[config.mk]
export PLATFORM = sky130hd
export DESIGN_NAME = fw_sweep_gen_flat
export DESIGN_NICKNAME = d
export VERILOG_FILES = /design/src/rtl/fw_sweep_gen_if.sv /design/src/rtl/fw_sweep_gen.sv /design/src/flat_wrapper.sv
export SDC_FILE = /design/constraint.sdc
export NUM_CORES = 1
export LEC_CHECK = 0
export BUFFER_PORTS_ARGS = -buffer_cell sky130_fd_sc_hd__buf_2
export CORE_MARGIN = 4
export CORE_UTILIZATION = 40
export CTS_BUF_LIST = sky130_fd_sc_hd__clkbuf_8
export CTS_CLUSTER_DIAMETER = 60
export DETAILED_ROUTE_END_ITERATION = 7
export SLEW_MARGIN = 20
export SYNTH_ARGS = -nofsm -noshare
export SYNTH_HDL_FRONTEND = slang
export SYNTH_SLANG_ARGS = --single-unit
[constraint.sdc]
create_clock -name clk -period 4.3 [get_ports clk]
set_clock_uncertainty 0.1 [all_clocks]
set_input_delay 0.215 -clock clk [delete_from_list [all_inputs] [get_ports clk]]
set_output_delay 0.215 -clock clk [all_outputs]
set_load 0.01 [all_outputs]
[src/rtl/fw_sweep_gen_if.sv]
// Bus for the fw sweep generator: configuration handshake, abort,
// the generated frequency word with its strobe, and status.
// master = configuring side, slave = fw_sweep_gen.
interface fw_sweep_gen_if #(
  parameter int FW_W    = 10,
  parameter int DWELL_W = 16
);
  // Handshake: a configuration transfers on a rising clk edge where
  // cfg_valid and cfg_ready are both high (and abort is low); cfg_ready
  // is high only while the generator is idle.
  logic               cfg_valid;
  logic               cfg_ready;
  logic [FW_W-1:0]    cfg_start;
  logic [FW_W-1:0]    cfg_stop;
  logic [FW_W-1:0]    cfg_step;
  logic [DWELL_W-1:0] cfg_dwell;
  logic               cfg_mode;
  logic               abort;
  logic [FW_W-1:0]    fw;
  logic               fw_strobe;
  logic               busy;
  logic               done;
  logic [1:0]         state_dbg;

  modport master (
    output cfg_valid, cfg_start, cfg_stop, cfg_step, cfg_dwell, cfg_mode, abort,
    input  cfg_ready, fw, fw_strobe, busy, done, state_dbg
  );

  modport slave (
    input  cfg_valid, cfg_start, cfg_stop, cfg_step, cfg_dwell, cfg_mode, abort,
    output cfg_ready, fw, fw_strobe, busy, done, state_dbg
  );
endinterface

[src/rtl/fw_sweep_gen.sv]
// Frequency-word sweep generator feeding the DDFS phase accumulator.
// Steps fw from start to stop in clamped increments, holding each word
// dwell+1 cycles; one-shot or continuous triangle sweep.
// Optional macro FW_SWEEP_PAUSE_EN adds a pause input that freezes a
// sweep in progress.
module fw_sweep_gen #(
  parameter int FW_W    = 10,
  parameter int DWELL_W = 16
) (
  input  logic clk,
  input  logic rst_n,
`ifdef FW_SWEEP_PAUSE_EN
  input  logic pause,
`endif
  fw_sweep_gen_if.slave bus
);

  typedef enum logic [1:0] {
    S_IDLE  = 2'd0,
    S_DWELL = 2'd1,
    S_DONE  = 2'd2
  } state_t;

  state_t             state_q, state_d;
  logic [FW_W-1:0]    fw_q, fw_d;
  logic               strobe_q, strobe_d;
  logic [DWELL_W-1:0] cnt_q, cnt_d;
  logic [FW_W-1:0]    start_q, start_d;
  logic [FW_W-1:0]    stop_q, stop_d;
  logic [FW_W-1:0]    step_q, step_d;
  logic [DWELL_W-1:0] dwell_q, dwell_d;
  logic               mode_q, mode_d;
  logic [FW_W-1:0]    target_q, target_d;
  logic               up_q, up_d;
  logic [FW_W-1:0]    swap_target;
  logic [FW_W-1:0]    swap_next;
  logic               pause_w;

`ifdef FW_SWEEP_PAUSE_EN
  assign pause_w = pause;
`else
  assign pause_w = 1'b0;
`endif

  // One step toward tgt, computed one bit wider so overshoot and
  // borrow both clamp to the target instead of wrapping.
  function automatic logic [FW_W-1:0] step_toward(
    input logic [FW_W-1:0] cur,
    input logic [FW_W-1:0] stp,
    input logic [FW_W-1:0] tgt,
    input logic            up
  );
    logic [FW_W:0] wide;
    if (up) begin
      wide = {1'b0, cur} + {1'b0, stp};
      if (wide > {1'b0, tgt}) wide = {1'b0, tgt};
    end else begin
      wide = {1'b0, cur} - {1'b0, stp};
      if (wide[FW_W] || (wide < {1'b0, tgt})) wide = {1'b0, tgt};
    end
    return wide[FW_W-1:0];
  endfunction

  // Next state, datapath and config latching; abort overrides everything.
  always_comb begin
    state_d     = state_q;
    fw_d        = fw_q;
    strobe_d    = 1'b0;
    cnt_d       = cnt_q;
    start_d     = start_q;
    stop_d      = stop_q;
    step_d      = step_q;
    dwell_d     = dwell_q;
    mode_d      = mode_q;
    target_d    = target_q;
    up_d        = up_q;
    swap_target = (target_q == stop_q) ? start_q : stop_q;
    swap_next   = step_toward(fw_q, step_q, swap_target, ~up_q);

    if (bus.abort) begin
      state_d = S_IDLE;
      cnt_d   = '0;
    end else begin
      case (state_q)
        S_IDLE: begin
          if (bus.cfg_valid) begin
            start_d  = bus.cfg_start;
            stop_d   = bus.cfg_stop;
            step_d   = (bus.cfg_step == '0) ? FW_W'(1) : bus.cfg_step;
            dwell_d  = bus.cfg_dwell;
            mode_d   = bus.cfg_mode;
            target_d = bus.cfg_stop;
            up_d     = (bus.cfg_stop >= bus.cfg_start);
            fw_d     = bus.cfg_start;
            strobe_d = 1'b1;
            cnt_d    = bus.cfg_dwell;
            state_d  = S_DWELL;
          end
        end
        S_DWELL: begin
          if (!pause_w) begin
            if (cnt_q != '0) begin
              cnt_d = cnt_q - 1'b1;
            end else if (fw_q != target_q) begin
              fw_d     = step_toward(fw_q, step_q, target_q, up_q);
              strobe_d = 1'b1;
              cnt_d    = dwell_q;
            end else if (!mode_q) begin
              state_d = S_DONE;
            end else begin
              // Triangle turnaround: step straight toward the other end.
              target_d = swap_target;
              up_d     = ~up_q;
              fw_d     = swap_next;
              strobe_d = (swap_next != fw_q);
              cnt_d    = dwell_q;
            end
          end
        end
        S_DONE: begin
          state_d = S_IDLE;
        end
        default: begin
          state_d = S_IDLE;
        end
      endcase
    end
  end

  // State and datapath registers, cleared by the async reset.
  always_ff @(posedge clk or negedge rst_n) begin
    if (!rst_n) begin
      state_q  <= S_IDLE;
      fw_q     <= '0;
      strobe_q <= 1'b0;
      cnt_q    <= '0;
      start_q  <= '0;
      stop_q   <= '0;
      step_q   <= '0;
      dwell_q  <= '0;
      mode_q   <= 1'b0;
      target_q <= '0;
      up_q     <= 1'b0;
    end else begin
      state_q  <= state_d;
      fw_q     <= fw_d;
      strobe_q <= strobe_d;
      cnt_q    <= cnt_d;
      start_q  <= start_d;
      stop_q   <= stop_d;
      step_q   <= step_d;
      dwell_q  <= dwell_d;
      mode_q   <= mode_d;
      target_q <= target_d;
      up_q     <= up_d;
    end
  end

  assign bus.cfg_ready = (state_q == S_IDLE);
  assign bus.busy      = (state_q != S_IDLE);
  assign bus.done      = (state_q == S_DONE);
  assign bus.fw        = fw_q;
  assign bus.fw_strobe = strobe_q;
  assign bus.state_dbg = state_q;

endmodule

[src/flat_wrapper.sv]
// flat-port wrapper written by rule: the top's interface ports become plain ports
module fw_sweep_gen_flat 
#(
  parameter int FW_W    = 10,
  parameter int DWELL_W = 16
)
  (clk, rst_n, bus_cfg_valid, bus_cfg_start, bus_cfg_stop, bus_cfg_step, bus_cfg_dwell, bus_cfg_mode, bus_abort, bus_cfg_ready, bus_fw, bus_fw_strobe, bus_busy, bus_done, bus_state_dbg);
  fw_sweep_gen_if #(.FW_W(FW_W), .DWELL_W(DWELL_W)) bus_i ();
  input  logic clk;
  input  logic rst_n;
  input wire logic [$bits(bus_i.cfg_valid)-1:0] bus_cfg_valid;
  input wire logic [$bits(bus_i.cfg_start)-1:0] bus_cfg_start;
  input wire logic [$bits(bus_i.cfg_stop)-1:0] bus_cfg_stop;
  input wire logic [$bits(bus_i.cfg_step)-1:0] bus_cfg_step;
  input wire logic [$bits(bus_i.cfg_dwell)-1:0] bus_cfg_dwell;
  input wire logic [$bits(bus_i.cfg_mode)-1:0] bus_cfg_mode;
  input wire logic [$bits(bus_i.abort)-1:0] bus_abort;
  output wire logic [$bits(bus_i.cfg_ready)-1:0] bus_cfg_ready;
  output wire logic [$bits(bus_i.fw)-1:0] bus_fw;
  output wire logic [$bits(bus_i.fw_strobe)-1:0] bus_fw_strobe;
  output wire logic [$bits(bus_i.busy)-1:0] bus_busy;
  output wire logic [$bits(bus_i.done)-1:0] bus_done;
  output wire logic [$bits(bus_i.state_dbg)-1:0] bus_state_dbg;
  assign bus_i.cfg_valid = bus_cfg_valid;
  assign bus_i.cfg_start = bus_cfg_start;
  assign bus_i.cfg_stop = bus_cfg_stop;
  assign bus_i.cfg_step = bus_cfg_step;
  assign bus_i.cfg_dwell = bus_cfg_dwell;
  assign bus_i.cfg_mode = bus_cfg_mode;
  assign bus_i.abort = bus_abort;
  assign bus_cfg_ready = bus_i.cfg_ready;
  assign bus_fw = bus_i.fw;
  assign bus_fw_strobe = bus_i.fw_strobe;
  assign bus_busy = bus_i.busy;
  assign bus_done = bus_i.done;
  assign bus_state_dbg = bus_i.state_dbg;
  fw_sweep_gen #(.FW_W(FW_W), .DWELL_W(DWELL_W)) u_core (.clk(clk), .rst_n(rst_n), .bus(bus_i));
endmodule
; ---- Word level (Yosys, flattened, before mapping)
; Cells that the tools add are included.
[op_classes]
n_addsub = 3
magnitude_cmp = 5
n_eq_ne = 15
n_reduce_logical = 13
bitwise = 2
n_mux = 41
[op_table]
columns = cell, n
row1 = 10-bit 2-to-1 mux, 16
row2 = 16-bit 2-to-1 mux, 5
row3 = 10-bit one-hot mux with 2 select lines, 2
row4 = 16-bit one-hot mux with 2 select lines, 1
row5 = 11-bit by 10-bit > comparator with 1-bit output, 2
row6 = 11-bit by 10-bit less-than comparator with 1-bit output, 2
row7 = 10-bit != test, 2
row8 = 16-bit nonzero test, 1
row9 = 16-bit by 1-bit subtractor with 16-bit output (second input constant), 1
row10 = 3-bit != test (second input constant), 4
row11 = 10-bit by 10-bit adder with 11-bit output, 1
row12 = 10-bit by 10-bit subtractor with 11-bit output, 1
row13 = 10-bit == test, 1
row14 = 10-bit >= comparator, 1
row15 = 10-bit zero test, 1
row16 = 2-bit 2-to-1 mux, 5
row17 = 1-bit 2-to-1 mux, 9
row18 = 2-bit != test (second input constant), 3
row19 = 3-bit AND reduction, 2
row20 = 6-bit AND reduction, 1
row21 = 5-bit by 2-bit != test with 1-bit output (second input constant), 1
row22 = 5-bit AND reduction, 1
row23 = 1-bit one-hot mux with 2 select lines, 2
row24 = 2-bit one-hot mux with 2 select lines, 1
row25 = other kinds (10), 13
[word_totals]
word_cells = 90
register_bits = 87
output_inout_bits = 16
in_bits = 51

; ---- Longest topological paths before layout
[depth]
ltp_word = 12
ltp_mapped = 21

; ---- Least setup slack after synthesis
; OpenSTA, ideal clock, no wires.
[synth_timing]
kind = reg2reg
startpoint = register u_core.fw_q[2], in the netlist u_core.bus.fw[2]
endpoint = register u_core.strobe_q, in the netlist u_core.bus.fw_strobe
path_slack_ns = -0.553
setup_time_ns = 0.129
path_stages_with_launch = 21
n_path_buf = 2
t_arrival_ns = 4.623
path_cell_list = dfrtp_1 > ha_1 > clkbuf_1 > nor2b_1 > o31a_1 > o31a_1 > o21a_1 > nor2_1 > xnor2_1 > inv_1 > ha_1 > a21o_1 > a2111oi_0 > o21a_1 > nor3_4 > buf_2 > mux2i_1 > nor2_1 > a2111oi_2 > nand4_1 > o41a_1
[synth_via]
elab_chain_len = 11
[synth_lines]
columns = item, line_no
row1 = start: declaration, fw_sweep_gen.sv:25  ; logic [FW_W-1:0] fw_q, fw_d;
row2 = start signal: assignment, fw_sweep_gen.sv:146  ; fw_q <= fw_d;
row3 = 10-bit by 10-bit subtractor with 11-bit output, fw_sweep_gen.sv:58  ; wide = {1'b0, cur} - {1'b0, stp};
row4 = 11-bit by 10-bit less-than comparator with 1-bit output, fw_sweep_gen.sv:59  ; if (wide[FW_W] || (wide < {1'b0, tgt})) wide = {1'b0, tgt};
row5 = 1-bit logical OR, fw_sweep_gen.sv:59
row6 = 10-bit 2-to-1 mux, fw_sweep_gen.sv:59
row7 = 10-bit 2-to-1 mux, fw_sweep_gen.sv:54  ; if (up) begin
row8 = 10-bit != test, fw_sweep_gen.sv:115  ; strobe_d = (swap_next != fw_q);
row9 = 1-bit 2-to-1 mux, fw_sweep_gen.sv:108  ; end else if (!mode_q) begin
row10 = 1-bit 2-to-1 mux (*), fw_sweep_gen.sv:104  ; end else if (fw_q != target_q) begin
row11 = 1-bit 2-to-1 mux (*), fw_sweep_gen.sv:102  ; if (cnt_q != '0) begin
row12 = 1-bit one-hot mux with 2 select lines (*), fw_sweep_gen.sv:84  ; case (state_q)
row13 = 1-bit 2-to-1 mux (*), fw_sweep_gen.sv:80  ; if (bus.abort) begin
row14 = net u_core.strobe_d, fw_sweep_gen.sv:26  ; logic strobe_q, strobe_d;
row15 = end signal: assignment, fw_sweep_gen.sv:147  ; strobe_q <= strobe_d;
row16 = end: declaration, fw_sweep_gen.sv:26
; The timed path passes the listed nets; every way through them passes the cells marked *.
; A chain may end at the register's enable or synchronous reset.

; ---- Worst setup path after layout
[layout_timing]
startpoint = register u_core.step_q[0]
endpoint = register u_core.strobe_q, in the netlist u_core.bus.fw_strobe
[layout_via]
elab_chain_len = 11
[layout_lines]
columns = item, line_no
row1 = start: declaration, fw_sweep_gen.sv:30  ; logic [FW_W-1:0] step_q, step_d;
row2 = start signal: assignment, fw_sweep_gen.sv:151  ; step_q <= step_d;
row3 = 10-bit by 10-bit subtractor with 11-bit output, fw_sweep_gen.sv:58
row4 = 11-bit by 10-bit less-than comparator with 1-bit output, fw_sweep_gen.sv:59
row5 = 1-bit logical OR, fw_sweep_gen.sv:59
row6 = 10-bit 2-to-1 mux, fw_sweep_gen.sv:59
row7 = 10-bit 2-to-1 mux (*), fw_sweep_gen.sv:54
row8 = 10-bit != test (*), fw_sweep_gen.sv:115
row9 = 1-bit 2-to-1 mux (*), fw_sweep_gen.sv:108
row10 = 1-bit 2-to-1 mux (*), fw_sweep_gen.sv:104
row11 = 1-bit 2-to-1 mux (*), fw_sweep_gen.sv:102
row12 = 1-bit one-hot mux with 2 select lines (*), fw_sweep_gen.sv:84
row13 = 1-bit 2-to-1 mux (*), fw_sweep_gen.sv:80
row14 = net u_core.strobe_d, fw_sweep_gen.sv:26
; Marked as above.

==> flow_metrics.tcl <==
set metrics [dict create \
    status "finished, violations left" \
    violations "negative setup slack" \
    yosys.area_share.simple_pct 18.1 \
    numCtsBuffers 9 \
    cts_buffer_depth 2 \
    die_w_um 145 \
    synthCells 899 \
    hold_viol 0 \
    vias 7849 \
    cpPeakStageDelay_ns 0.41 \
    cts.sinks 87 \
    via_per_inst 5.64 \
    dieArea_um2 21100 \
    setup_viol 9 \
    synthAdderAreaFrac_pct 12.3 \
    cts_tree "done" \
    crit_fanout 7 \
    drive_above_1_share_pct 34.6 \
    gr-total-overflow 0 \
    yosys-mux-area-fraction_pct 8.43 \
    finalCritPeriodShare_pct 110 \
    crit_buf_inv 4 \
    dr.pass1.iters 5 \
    synth-xor-area-share_pct 5.11 \
    crit_type "register to register" \
    synth_area_um2 7540 \
    final_area_um2 10500 \
    yosysTopAreaCellShare_pct 28.9 \
    grt.total_usage_pct 24.8 \
    min_period_ns 4.75 \
    rsz0062_at_grt "yes" \
    postLayoutSetupSlackWorst_ns -0.448 \
    die_y_um 145 \
    slew_headroom_pct 46.3 \
    cp_slowest_cell "maj3_4" \
    max_freq_ghz 0.211 \
    powerDensity_nw_per_um2 756 \
    drv_slew 0 \
    routed_wl_mm 26.9 \
    synth_top_family_by_area "compound AO/OA/AOI/OAI gates" \
    nNetsFinal 1280 \
    cts-root-buf "clkbuf_8" \
    async_flop_share_pct 100 \
    ir_drop_mv 0.333 \
    initial_core_util_pct 41.2 \
    post-dp-hpwl_mm 20.2 \
    core_um2 18300 \
    synth_ff_type "dfrtp_1" \
    synth-compound-area-share_pct 21.8 \
    dpl.cell_count 1316 \
    arrival_ns 4.94 \
    leakage_nw 4.72 \
    antenna_found_initial 0 \
    place_area_um2 9280 \
    layout_commonest_cell "buf_4" \
    crit_path_start_kind "register" \
    wire_per_inst_um 19.3 \
    yosysTopAreaCell "dfrtp_1" \
    final_cell_mix "buf_4 (169), dfrtp_1 (83), nand2_1 (80)" \
    max_cap_violations 0 \
    portBuffers 66 \
    path_cells "buf_6, ha_4, inv_2, fa_2, or2_4, a221o_1, a21oi_2, xnor2_1, inv_1, ha_1, nand2_2, nor2_4, nand4_1, o21a_1, maj3_4, buf_6, nor2_4, mux2i_2, a21oi_2, xnor2_1, o41a_1" \
    grt_pass1_vias 7564 \
    ys_types 77 \
    syn_to_final_growth_pct 39.4 \
    seq_area_frac_synth_pct 28.9 \
    clk_latency_ns 0.40 \
    grt_pass1_wl_mm 41.9 \
    grt_max_degree 61 \
    cp_data_required_time_ns 4.50 \
    fillerInstances 1680 \
    rows 49 \
    layout.cells.non_filler 1392 \
    syn-mean-instance-area_um2 8.38 \
    drt_iter0_drc 738 \
    drc 0 \
    crit_path_end_kind "register" \
    crit_family "compound AO/OA/AOI/OAI gates" \
    htree_levels 3 \
    synth_fp_nets 1021 \
    gp_congestion 0.988 \
    min_path_type "input pin to register" \
    clk_pin_slew_ns 0.11 \
    synth_seq_cells 87 \
    yosys_warnings 0 \
    ios 67 \
    netlist_top_cells_area "dfrtp_1 (29%), ha_1 (11%), mux2_2 (6.0%)" \
    synth_edf_count 0 \
    diodes 0 \
    worst_pin_slew_ns 0.795 \
    ant_nets 0 \
]
[flip-flops by register name, indices dropped and copies added (netlist names)]
name                  flops
u_core.bus.fw            10
u_core.bus.fw_strobe      1
u_core.bus.state_dbg      2
u_core.cnt_q             16
u_core.dwell_q           16
u_core.mode_q             1
u_core.start_q           10
u_core.step_q            10
u_core.stop_q            10
u_core.target_q          10
u_core.up_q               1
[power by group]
group	internal (mW)	switching, mW	total, mW
combinational	2.97	3.27	6.24
sequential	0.973	0.118	1.09
clock	0.228	0.379	0.607
[tightest hold or removal path, stage by stage]
cell	delay [ns]
buf_2	0.10
nand2_1	0.07
o21ai_0	0.08
[what timing repair did]
action,CTS,global route
pin swaps,46,40
endpoints found under the hold margin,92,0
endpoints found under the setup margin,11,11
gates resized for setup,57,41
setup buffers,20,8
hold buffers,38,0
gates cloned,1,0
[cell families after synthesis]
family	Yosys count
AO/OA/AOI/OAI	249
adder cells (fa/ha/maj)	73
buffers and inverters	106
XOR/XNOR	44
AND/OR/NAND/NOR	282
multiplexers	58
flip-flops	87
[layout make-up]
| type | instances | area [um^2] | area share (%) |
|---|---|---|---|
| tap | 229 | 287 | 2.73 |
| clock buffer | 9 | 124 | 1.18 |
| sequential | 87 | 2180 | 20.8 |
| timing repair buffer | 286 | 2150 | 20.5 |
| multi-input combinational | 706 | 5430 | 51.7 |
| clock inverter | 7 | 72.6 | 0.691 |
| inverter | 68 | 260 | 2.48 |
[stage by stage]
step / utilization, % / total power, mW / TNS, ns / hold WS [ns] / setup slack, ns
2_1_floorplan: - / 3.97 / -0.209 / -0.181 / -0.209
3_3_place_gp: 50.8 / 6.16 / -3.12 / 0.204 / -0.614
3_5_place_dp: 50.8 / 6.16 / -3.71 / 0.203 / -0.656
4_1_cts: 56.0 / 7.44 / -2.43 / 0.00311 / -0.536
5_1_grt: 57.5 / 8.44 / -4.21 / 0.00561 / -0.631
6_report: 57.5 / 7.94 / -2.34 / 0.00318 / -0.448
[per-layer routing]
metal  part of all wire [%]  vias to the layer above  GRT usage, %  wire, um
met5                      0                        -             0         0
met2                     45                      296          37.8     12000
met3                    7.5                       53          4.83      2020
met4                    3.5                        0          9.92       935
li1                       -                     3755             -         -
met1                     44                     3745          34.8     12000
[cells in the mapped netlist, types with 12 or more instances]
library cell	count
a21oi_1	68
a31oi_1	16
clkbuf_1	34
dfrtp_1	87
ha_1	69
inv_1	65
mux2_2	40
mux2i_1	17
nand2_1	85
nand3_1	12
nor2_1	83
nor2b_1	14
nor3_1	16
nor4_1	13
o2111ai_1	12
o21a_1	15
o21ai_0	54
xnor2_1	30
xor2_1	14
[final timing paths]
path	cells past startpoint	slack, ns	end	from
worst max-delay path	21	-0.45	u_core.bus.fw_strobe	u_core.step_q[0]
worst min-delay path	3	0.003	u_core.step_q[1]	bus_cfg_step[1]
worst max register to register	21	-0.45	u_core.bus.fw_strobe	u_core.step_q[0]
worst min register to register	1	0.42	u_core.dwell_q[12]	u_core.dwell_q[12]
max in group asynchronous	3	2.83	u_core.start_q[1]	rst_n
min in group asynchronous	2	0.28	u_core.dwell_q[6]	rst_n
No activity file was read; power rests on OpenSTA's default activity.
